==> config.mk <==
export PLATFORM = sky130hd
export DESIGN_NAME = rvfi_trace_buffer
export DESIGN_NICKNAME = d
export VERILOG_FILES = /design/src/rtl/riscv_pkg.sv /design/src/rtl/rvfi_trace_pkg.sv /design/src/rtl/rvfi_pkg.sv /design/src/rtl/rvfi_trace_mpfifo.sv /design/src/rtl/rvfi_trace_buffer.sv
export SDC_FILE = /design/constraint.sdc
export NUM_CORES = 2
export LEC_CHECK = 0
export BUFFER_PORTS_ARGS = -buffer_cell sky130_fd_sc_hd__buf_4
export CORE_ASPECT_RATIO = 0.5
export CORE_MARGIN = 8
export CORE_UTILIZATION = 25
export DETAILED_ROUTE_END_ITERATION = 6
export SYNTH_ARGS = -nofsm -noshare
export SYNTH_HDL_FRONTEND = slang
export SYNTH_SLANG_ARGS = --single-unit
==> constraint.sdc <==
create_clock -name clk_i -period 20.7 [get_ports clk_i]
set_input_delay 0 -clock clk_i [delete_from_list [all_inputs] [get_ports clk_i]]
set_output_delay 0 -clock clk_i [all_outputs]
set_load 0.05 [all_outputs]
==> src/rtl/riscv_pkg.sv <==
// Core-wide architectural widths used by the trace path.
// Sv39 virtual addresses on a 64-bit hart.
package riscv;
  localparam int unsigned XLEN = 64;
  localparam int unsigned VLEN = 39;
endpackage

==> src/rtl/rvfi_trace_pkg.sv <==
// Shared types and constants for the RVFI trace buffer: record layout,
// FP destination decode, end-of-test instruction and FSM encoding.
package rvfi_trace_pkg;
  localparam logic [6:0] OPC_FMADD   = 7'b1000011;
  localparam logic [6:0] OPC_FMSUB   = 7'b1000111;
  localparam logic [6:0] OPC_FNMSUB  = 7'b1001011;
  localparam logic [6:0] OPC_FNMADD  = 7'b1001111;
  localparam logic [6:0] OPC_LOAD_FP = 7'b0000111;
  localparam logic [6:0] OPC_OP_FP   = 7'b1010011;

  // OP-FP groups whose destination is an integer register
  localparam logic [5:0] F6_FMV_X_CLASS = 6'b111000;
  localparam logic [5:0] F6_FCMP        = 6'b101000;
  localparam logic [5:0] F6_FCVT_TO_INT = 6'b110000;

  localparam logic [31:0] ECALL = 32'h00000073;

  typedef enum logic [1:0] {
    ST_RUN,
    ST_DRAIN,
    ST_DONE
  } state_e;

  typedef struct packed {
    logic        trap;
    logic [1:0]  mode;
    logic [4:0]  rd_addr;
    logic        fp_rd;
    logic [63:0] pc;
    logic [31:0] insn;
    logic [63:0] rd_wdata;
  } trace_rec_t;

  function automatic logic is_fp_rd(input logic [31:0] insn);
    logic [6:0] opc;
    logic [5:0] f6;
    opc = insn[6:0];
    f6  = insn[31:26];
    if (opc inside {OPC_FMADD, OPC_FMSUB, OPC_FNMSUB, OPC_FNMADD, OPC_LOAD_FP}) begin
      return 1'b1;
    end
    if (opc == OPC_OP_FP) begin
      return !(f6 inside {F6_FMV_X_CLASS, F6_FCMP, F6_FCVT_TO_INT});
    end
    return 1'b0;
  endfunction
endpackage

==> src/rtl/rvfi_pkg.sv <==
// RVFI commit-port record as produced by each hart commit slot.
// Only the fields consumed by trace capture are carried here.
package rvfi_pkg;
  typedef struct packed {
    logic                     valid;
    logic [31:0]              insn;
    logic                     trap;
    logic [1:0]               mode;
    logic [4:0]               rd_addr;
    logic [riscv::XLEN-1:0]   rd_wdata;
    logic [riscv::VLEN-1:0]   pc_rdata;
  } rvfi_instr_t;
endpackage

==> src/rtl/rvfi_trace_mpfifo.sv <==
// Circular buffer accepting 0..NR_PUSH writes per cycle and one read per cycle,
// with first-word-fall-through head and extra-bit pointers for full/empty.
module rvfi_trace_mpfifo #(
  parameter int unsigned DEPTH   = 16,
  parameter int unsigned NR_PUSH = 2,
  parameter type         T       = logic
) (
  input  logic                       clk_i,
  input  logic                       rst_ni,
  input  logic                       clear,
  input  logic [$clog2(DEPTH):0]     push_cnt,
  input  T                           push_data [NR_PUSH],
  input  logic                       pop,
  output logic                       head_valid,
  output T                           head,
  output logic [$clog2(DEPTH):0]     count
);
  localparam int unsigned AW = $clog2(DEPTH);

  T           mem [DEPTH];
  logic [AW:0] wr_ptr;
  logic [AW:0] rd_ptr;
  logic [AW-1:0] wr_idx [NR_PUSH];

  assign count      = wr_ptr - rd_ptr;
  assign head_valid = (count != '0);
  assign head       = head_valid ? mem[rd_ptr[AW-1:0]] : '0;

  for (genvar j = 0; j < NR_PUSH; j++) begin : g_idx
    assign wr_idx[j] = wr_ptr[AW-1:0] + AW'(j);
  end

  always_ff @(posedge clk_i or negedge rst_ni) begin
    if (!rst_ni) begin
      wr_ptr <= '0;
      rd_ptr <= '0;
    end else if (clear) begin
      wr_ptr <= '0;
      rd_ptr <= '0;
    end else begin
      wr_ptr <= wr_ptr + push_cnt;
      if (pop && head_valid) begin
        rd_ptr <= rd_ptr + (AW+1)'(1);
      end
    end
  end

  // Storage is not reset; the pointers alone define what is live
  always_ff @(posedge clk_i) begin
    for (int j = 0; j < NR_PUSH; j++) begin
      if (!clear && ((AW+1)'(j) < push_cnt)) begin
        mem[wr_idx[j]] <= push_data[j];
      end
    end
  end
endmodule

==> src/rtl/rvfi_trace_buffer.sv <==
// Packs RVFI commits into trace records, buffers them for a ready/valid sink,
// and detects end of test (ecall or watchdog) while keeping run statistics.
module rvfi_trace_buffer
  import rvfi_trace_pkg::*;
#(
  parameter int unsigned NR_COMMIT_PORTS = 2,
  parameter int unsigned DEPTH           = 16,
  parameter logic        TRACE_TRAPS     = 1'b1,
  parameter int unsigned CNT_W           = 32
) (
  input  logic                                        clk_i,
  input  logic                                        rst_ni,
  input  logic                                        clear_i,
  input  rvfi_pkg::rvfi_instr_t [NR_COMMIT_PORTS-1:0] rvfi_i,
  input  logic [CNT_W-1:0]                            timeout_i,
  output logic                                        rec_valid_o,
  input  logic                                        rec_ready_i,
  output trace_rec_t                                  rec_o,
  output logic [CNT_W-1:0]                            cycles_o,
  output logic [CNT_W-1:0]                            retired_o,
  output logic [CNT_W-1:0]                            dropped_o,
  output logic                                        done_o,
  output logic                                        timeout_o
);
  localparam int unsigned CW = $clog2(DEPTH) + 1;

  state_e        state, state_n;
  logic          capture;
  logic          counting;
  logic [CW-1:0] count;
  logic [CW-1:0] free;
  logic [CW-1:0] push_cnt;
  logic [CW-1:0] ret_cnt;
  logic [CW-1:0] drop_cnt;
  logic          ecall_hit;
  logic          watchdog_hit;
  trace_rec_t    cand_rec  [NR_COMMIT_PORTS];
  trace_rec_t    push_data [NR_COMMIT_PORTS];

  function automatic logic [CNT_W-1:0] sat_add(input logic [CNT_W-1:0] a,
                                               input logic [CW-1:0]    b);
    logic [CNT_W:0] s;
    s = {1'b0, a} + (CNT_W+1)'(b);
    return s[CNT_W] ? '1 : s[CNT_W-1:0];
  endfunction

  always_comb begin
    for (int i = 0; i < NR_COMMIT_PORTS; i++) begin
      cand_rec[i]          = '0;
      cand_rec[i].trap     = !rvfi_i[i].valid;
      cand_rec[i].mode     = rvfi_i[i].mode;
      cand_rec[i].rd_addr  = rvfi_i[i].rd_addr;
      cand_rec[i].fp_rd    = is_fp_rd(rvfi_i[i].insn);
      cand_rec[i].pc       = 64'($signed(rvfi_i[i].pc_rdata));
      cand_rec[i].insn     = rvfi_i[i].insn;
      cand_rec[i].rd_wdata = 64'(rvfi_i[i].rd_wdata);
    end
  end

  // Free space is taken from the start of the cycle; a same-cycle pop does not count
  assign free = CW'(DEPTH) - count;

  always_comb begin
    push_cnt  = '0;
    ret_cnt   = '0;
    drop_cnt  = '0;
    ecall_hit = 1'b0;
    for (int j = 0; j < NR_COMMIT_PORTS; j++) begin
      push_data[j] = '0;
    end
    for (int i = 0; i < NR_COMMIT_PORTS; i++) begin
      if (capture && !ecall_hit &&
          (rvfi_i[i].valid || (TRACE_TRAPS && rvfi_i[i].trap))) begin
        if (push_cnt < free) begin
          for (int j = 0; j < NR_COMMIT_PORTS; j++) begin
            if (push_cnt == CW'(j)) begin
              push_data[j] = cand_rec[i];
            end
          end
          push_cnt = push_cnt + CW'(1);
          if (rvfi_i[i].valid) begin
            ret_cnt = ret_cnt + CW'(1);
          end
          if (rvfi_i[i].insn == ECALL) begin
            ecall_hit = 1'b1;
          end
        end else begin
          drop_cnt = drop_cnt + CW'(1);
        end
      end
    end
  end

  assign watchdog_hit = capture && (timeout_i != '0) && (cycles_o >= timeout_i) && !ecall_hit;

  always_ff @(posedge clk_i or negedge rst_ni) begin
    if (!rst_ni) begin
      state <= ST_RUN;
    end else begin
      state <= state_n;
    end
  end

  always_comb begin
    state_n = state;
    if (clear_i) begin
      state_n = ST_RUN;
    end else begin
      unique case (state)
        ST_RUN:   if (ecall_hit || watchdog_hit) state_n = ST_DRAIN;
        ST_DRAIN: if (count == '0) state_n = ST_DONE;
        ST_DONE:  state_n = ST_DONE;
        default:  state_n = ST_RUN;
      endcase
    end
  end

  always_comb begin
    capture  = (state == ST_RUN);
    counting = (state != ST_DONE);
    done_o   = (state == ST_DONE);
  end

  always_ff @(posedge clk_i or negedge rst_ni) begin
    if (!rst_ni) begin
      cycles_o  <= '0;
      retired_o <= '0;
      dropped_o <= '0;
      timeout_o <= 1'b0;
    end else if (clear_i) begin
      cycles_o  <= '0;
      retired_o <= '0;
      dropped_o <= '0;
      timeout_o <= 1'b0;
    end else begin
      if (counting) begin
        cycles_o <= sat_add(cycles_o, CW'(1));
      end
      retired_o <= sat_add(retired_o, ret_cnt);
      dropped_o <= sat_add(dropped_o, drop_cnt);
      timeout_o <= timeout_o | watchdog_hit;
    end
  end

  rvfi_trace_mpfifo #(
    .DEPTH   (DEPTH),
    .NR_PUSH (NR_COMMIT_PORTS),
    .T       (trace_rec_t)
  ) u_fifo (
    .clk_i      (clk_i),
    .rst_ni     (rst_ni),
    .clear      (clear_i),
    .push_cnt   (push_cnt),
    .push_data  (push_data),
    .pop        (rec_ready_i),
    .head_valid (rec_valid_o),
    .head       (rec_o),
    .count      (count)
  );
endmodule

# --- Word-level counts from Yosys, hierarchy flattened ---
# Memories as Yosys holds them, arrays and structs flattened.
# Cells that the tools add are included.
word_totals:
  ramBits: 2704
  word_cells: 142
  memories: 1
  reg_bits: 109
  inputBits: 324
memory_table:
  columns: ["name", "depth", "width", "rd", "rd_ports_with_merged_regs", "wr", "line_no", "source"]
  rows:
  - ["u_fifo.mem", 16, 169, 1, 0, 2, "rvfi_trace_mpfifo.sv:20", "T mem [DEPTH];"]
classes:
  bitwise_logic: 1
  order_cmp: 5
  add_sub_neg: 11
  mux: 60
  eq_ne: 26
  n_reduce_logical: 31
op_table:
  columns: ["operator", "count"]
  rows:
  - ["$mux W169", 5]
  - ["$mux W338", 2]
  - ["$mux W32", 7]
  - ["$eq A7 B7 Y1 const B", 10]
  - ["$add A32 B5 Y33", 2]
  - ["$eq A32 B7 Y1 const B", 2]
  - ["$mux W5", 10]
  - ["$eq A6 B6 Y1 const B", 6]
  - ["$add A32 B1 Y33 const B", 1]
  - ["$ge A32 B32 Y1", 1]
  - ["$mux W1", 32]
  - ["$reduce_bool A32 Y1", 1]
  - ["$add A5 B1 Y5 const B", 4]
  - ["$lt A1 B5 Y1 const A", 3]
  - ["$reduce_bool A5 Y1", 3]
  - ["$eq A7 B3 Y1 const B", 2]
  - ["$logic_not A5 Y1", 2]
  - ["$logic_and A1 B1 Y1", 9]
  - ["$logic_not A1 Y1", 7]
  - ["$mux W2", 3]
  - ["$pmux W2 S3", 1]
  - ["$reduce_bool A3 Y1", 2]
  - ["$add A5 B5 Y5", 1]
  - ["$eq A5 B1 Y1 const B", 1]
  - ["14 further kinds", 17]

# --- Logic depth before layout (Yosys ltp) ---
logic_depth:
  depth_word: 15
  depth_mapped: 28
  depth_no_buf: 24

# --- Modules after synthesis ---
# From an unflattened synthesis, not the netlist that was laid out.
hier_totals:
  hier_cells: 8809
  area_unflattened_um2: 146385.4
by_module_without_submodules:
  columns: ["module", "cells_each", "n_inst", "area_each_um2", "seq_area_each_um2"]
  rows:
  - ["rvfi_trace_mpfifo", 7394, 1, 136606.0, 81448.1]
  - ["rvfi_trace_buffer", 1415, 1, 9779.4, 2477.4]

# --- Least setup slack after synthesis ---
# Ideal clock, no wire load.
synth_timing:
  kind: "reg-to-reg"
  startpoint: "register u_fifo.rd_ptr[2]"
  endpoint: "memory u_fifo.mem[12][0] in the netlist's numbering, enable pin"
  setup_ps: 847
  required_ps: 19853
  synth_period_minus_slack_ps: 14283
  arrival_time_ps: 13436
  setup_slack_ps: 6417
  path_stages_with_launch: 15
  cell_sequence: "dfrtp_1 -> inv_1 -> clkbuf_1 -> buf_1 -> ha_1 -> a21oi_1 -> o21a_1 -> xor2_1 -> and3_1 -> ha_1 -> nand3b_1 -> nor3_2 -> a21oi_1 -> nand4_1 -> o21ai_0"
synth_lines:
  columns: ["item", "line_no", "source"]
  rows:
  - ["start: declaration", "rvfi_trace_mpfifo.sv:22", "logic [AW:0] rd_ptr;"]
  - ["start signal: assignment", "rvfi_trace_mpfifo.sv:43", "rd_ptr <= rd_ptr + (AW+1)'(1);"]
  - ["end: declaration", "rvfi_trace_mpfifo.sv:20", null]

==> impl_metrics.json <==
{
  "status": "complete, no violations",
  "final_util_pct": 29.4,
  "synth_common_cells": "2384 x a21oi_1, 2367 x nor2_1, 2304 x edfxtp_1",
  "grt_overflow": 0,
  "synth_edf_count": 2304,
  "p_per_area_mw_per_mm2": 140,
  "yosysMostFrequentCell": "a21oi_1",
  "rsz0062_at_grt": "false",
  "hold_violations": 0,
  "synthDistinctLibCells": 64,
  "tightestPinTransition_ns": 1.37,
  "async_flop_share_pct": 4.52,
  "path_buf_inv": 7,
  "worst_path_max_delay_cell": "buf_4",
  "cts_num_sinks": 2413,
  "setup_violations": 0,
  "cts_buffers": 286,
  "routed-via-count": 87500,
  "portBuffers": 591,
  "antenna_left": 0,
  "maxSlewHeadroom_pct": 8.43,
  "crit_top_cell": "buf_4",
  "netlist_instances": 9994,
  "hold_depth": 8,
  "syn-cell-area_sq_mm": 0.122,
  "drive_gt1_share_pct": 18.7,
  "drv_slew": 0,
  "finalNetCount": 10600,
  "wl_microns": 427000,
  "grt_pass1_wl_microns": 606000,
  "cp.depth": 17,
  "grt_use_total_pct": 15.9,
  "period_minus_slack_ns": 8.09,
  "remaining_drc_errors": 0,
  "chipHeight_microns": 509,
  "crit_required_ns": 21.35,
  "clkTransAtPathRegs_ns": 0.06,
  "ir_drop_mv": 0.225,
  "synth_ff_type": "edfxtp_1",
  "worstSetupPathType": "flop to flop",
  "yosys.area.top_type": "edfxtp_1",
  "yosys-top-cells-area": "edfxtp_1 57%, mux4_2 13%, a21oi_1 9.8%, nor2_1 7.3%, dfrtp_1 2.2%",
  "crit_arrival_ns": 8.74,
  "area_delta_synth_final_pct": 17.1,
  "r2r_cells": 17,
  "leakagePower_uw": 0.0483,
  "hold_class": "input pin to flop",
  "io_pins": 592,
  "die_area_sq_mm": 0.511,
  "fmax_ghz": 0.124,
  "die_x_microns": 1000,
  "dr.pass1.iters": 6,
  "ff2ff_setup_slack_ns": 12.61,
  "avgSynthCellArea_sq_um": 12.2,
  "gp_congestion": 0.817,
  "yosysWarnings": 0,
  "crit_path_max_incr_delay_ns": 0.90,
  "cp-start-kind": "flop",
  "grt_max_degree": 165,
  "synth_top_area_share_pct": 56.8,
  "critPathTopFamily": "buffers and inverters",
  "grt_pass1_vias": 84800,
  "via_per_inst": 5.15,
  "core_sq_mm": 0.486,
  "rows": 181,
  "post_cts_buffers": 0,
  "clock_path_buffers": 4,
  "ctsHtreeMaxLevel": 5,
  "crit_path_cell_trace": "buf_4, inv_1, ha_1, nand2_1, o21a_1, xor2_1, and3_1, ha_1, nand3b_1, o21ai_2, buf_4, or4_4, buf_4, buf_4, buf_4, a21oi_1, dlygate4sd3_1",
  "start_util_pct": 25.1,
  "dp_hpwl_microns": 228000,
  "ys_seq_elements": 2413,
  "fin_tns_setup_ns": 0,
  "ys_seq_area_share_pct": 59.1,
  "finClkSkew_ns": 0.0736,
  "insertion_delay_ns": 0.96,
  "wl_per_cell_microns": 25.2,
  "syn-num-nets": 10400,
  "drt-initial-drc-count": 12200,
  "antenna_found_initial": 47,
  "path_max_fanout": 69,
  "fin_crit_sh_pct": 39.1,
  "critPathCaptureType": "flop",
  "maxCapViolations": 0,
  "cts-root-buf": "clkbuf_16",
  "cts_tree": "yes"
}
-- metrics by stage --
step | setup WS (ns) | power (uW) | std cells | area (sq um) | hold WS [ns]
floorplan | 6.42 | 12700 | 9994 | 122000 | -0.296
detailed placement | 12.88 | 15100 | 16000 | 130000 | 0.0336
CTS | 12.62 | 20000 | 16900 | 143000 | 0.00229
global route | 12.25 | 20600 | 17000 | 143000 | 0.0961
global placement | 12.74 | 15000 | 16000 | 130000 | 0.0279
finish | 12.61 | 19900 | 17000 | 143000 | 0.0882
-- power by group --
| group | switching [uW] | internal, uW | leakage, uW |
|---|---|---|---|
| clock | 1970 | 2690 | 0.00407 |
| sequential | 157 | 6630 | 0.0225 |
| combinational | 5520 | 2970 | 0.0218 |
-- cell families (layout without fill, tap and decap cells) --
logic type / after synthesis / in the layout / share of synthesized area, %
mux: 729 / 729 / 13.4
flops: 2413 / 2413 / 59.1
xor+xnor: 61 / 61 / 0.450
other cells: 0 / 34 / 0
fa+ha+maj: 55 / 55 / 0.590
simple gates: 2797 / 2797 / 9.37
buf+inv: 1284 / 1743 / 5.43
compound gates: 2655 / 2655 / 11.7
-- tightest hold or removal path, delay by kind of cell --
kind | cells | cell delay (ns)
AOI/OAI and AO/OA | 5 | 0.75
buffers and inverters | 1 | 0.09
and+or+nand+nor | 2 | 0.12
-- routing by layer --
layer	GRT usage, %	up-vias	wire length [microns]
met5	0	-	13
li1	-	37500	-
met3	1.80	1064	34900
met4	8.93	2	26600
met2	28.3	5171	217000
met1	18.7	43800	149000
-- sequential cells by signal, indices dropped and copies added (netlist names) --
name and flops:
u_fifo.mem 2304, cycles_o 32, dropped_o 32, retired_o 32, u_fifo.rd_ptr 5, u_fifo.wr_ptr 5
state 2, timeout_o 1
-- timing repair --
item,4_1_cts,5_1_grt
hold buffers,436,0
endpoints found under the hold margin,2492,0
gates resized for setup,0,0
-- final timing paths --
kind / start / end
max: u_fifo.rd_ptr[1] / u_fifo.mem[6][68]
min: timeout_i[28] / state[1]
max reg2reg: u_fifo.rd_ptr[1] / u_fifo.mem[6][68]
min reg2reg: u_fifo.rd_ptr[4] / u_fifo.rd_ptr[4]
max in group asynchronous: rst_ni / retired_o[11]
min in group asynchronous: rst_ni / cycles_o[18]
-- placed cells by master, fill, tap and decap left out, types with 33 or more instances in the layout --
master,count
a21oi_1,2384
nor2_1,2366
edfxtp_1,2304
buf_4,737
mux4_2,720
dlygate4sd3_1,435
clkbuf_16,293
and2_1,148
dfrtp_1,106
clkbuf_1,80
inv_1,72
a22oi_1,72
nand2_1,70
a22oi_2,70
clkinv_1,54
ha_1,51
nor4_1,42
nand3_1,41
diode_2,34
xor2_1,33
-- final cells by class --
type,count,area [sq um]
Antenna cell,34,85.1
Clock buffer,376,7670
Clock inverter,98,656
Fill cell,49000,343000
Inverter,74,293
Multi-Input combinational cell,6297,43500
Sequential cell,2413,71900
Tap cell,6496,8130
Timing Repair Buffer,1195,10400
Power figures use the tool's default switching activity.
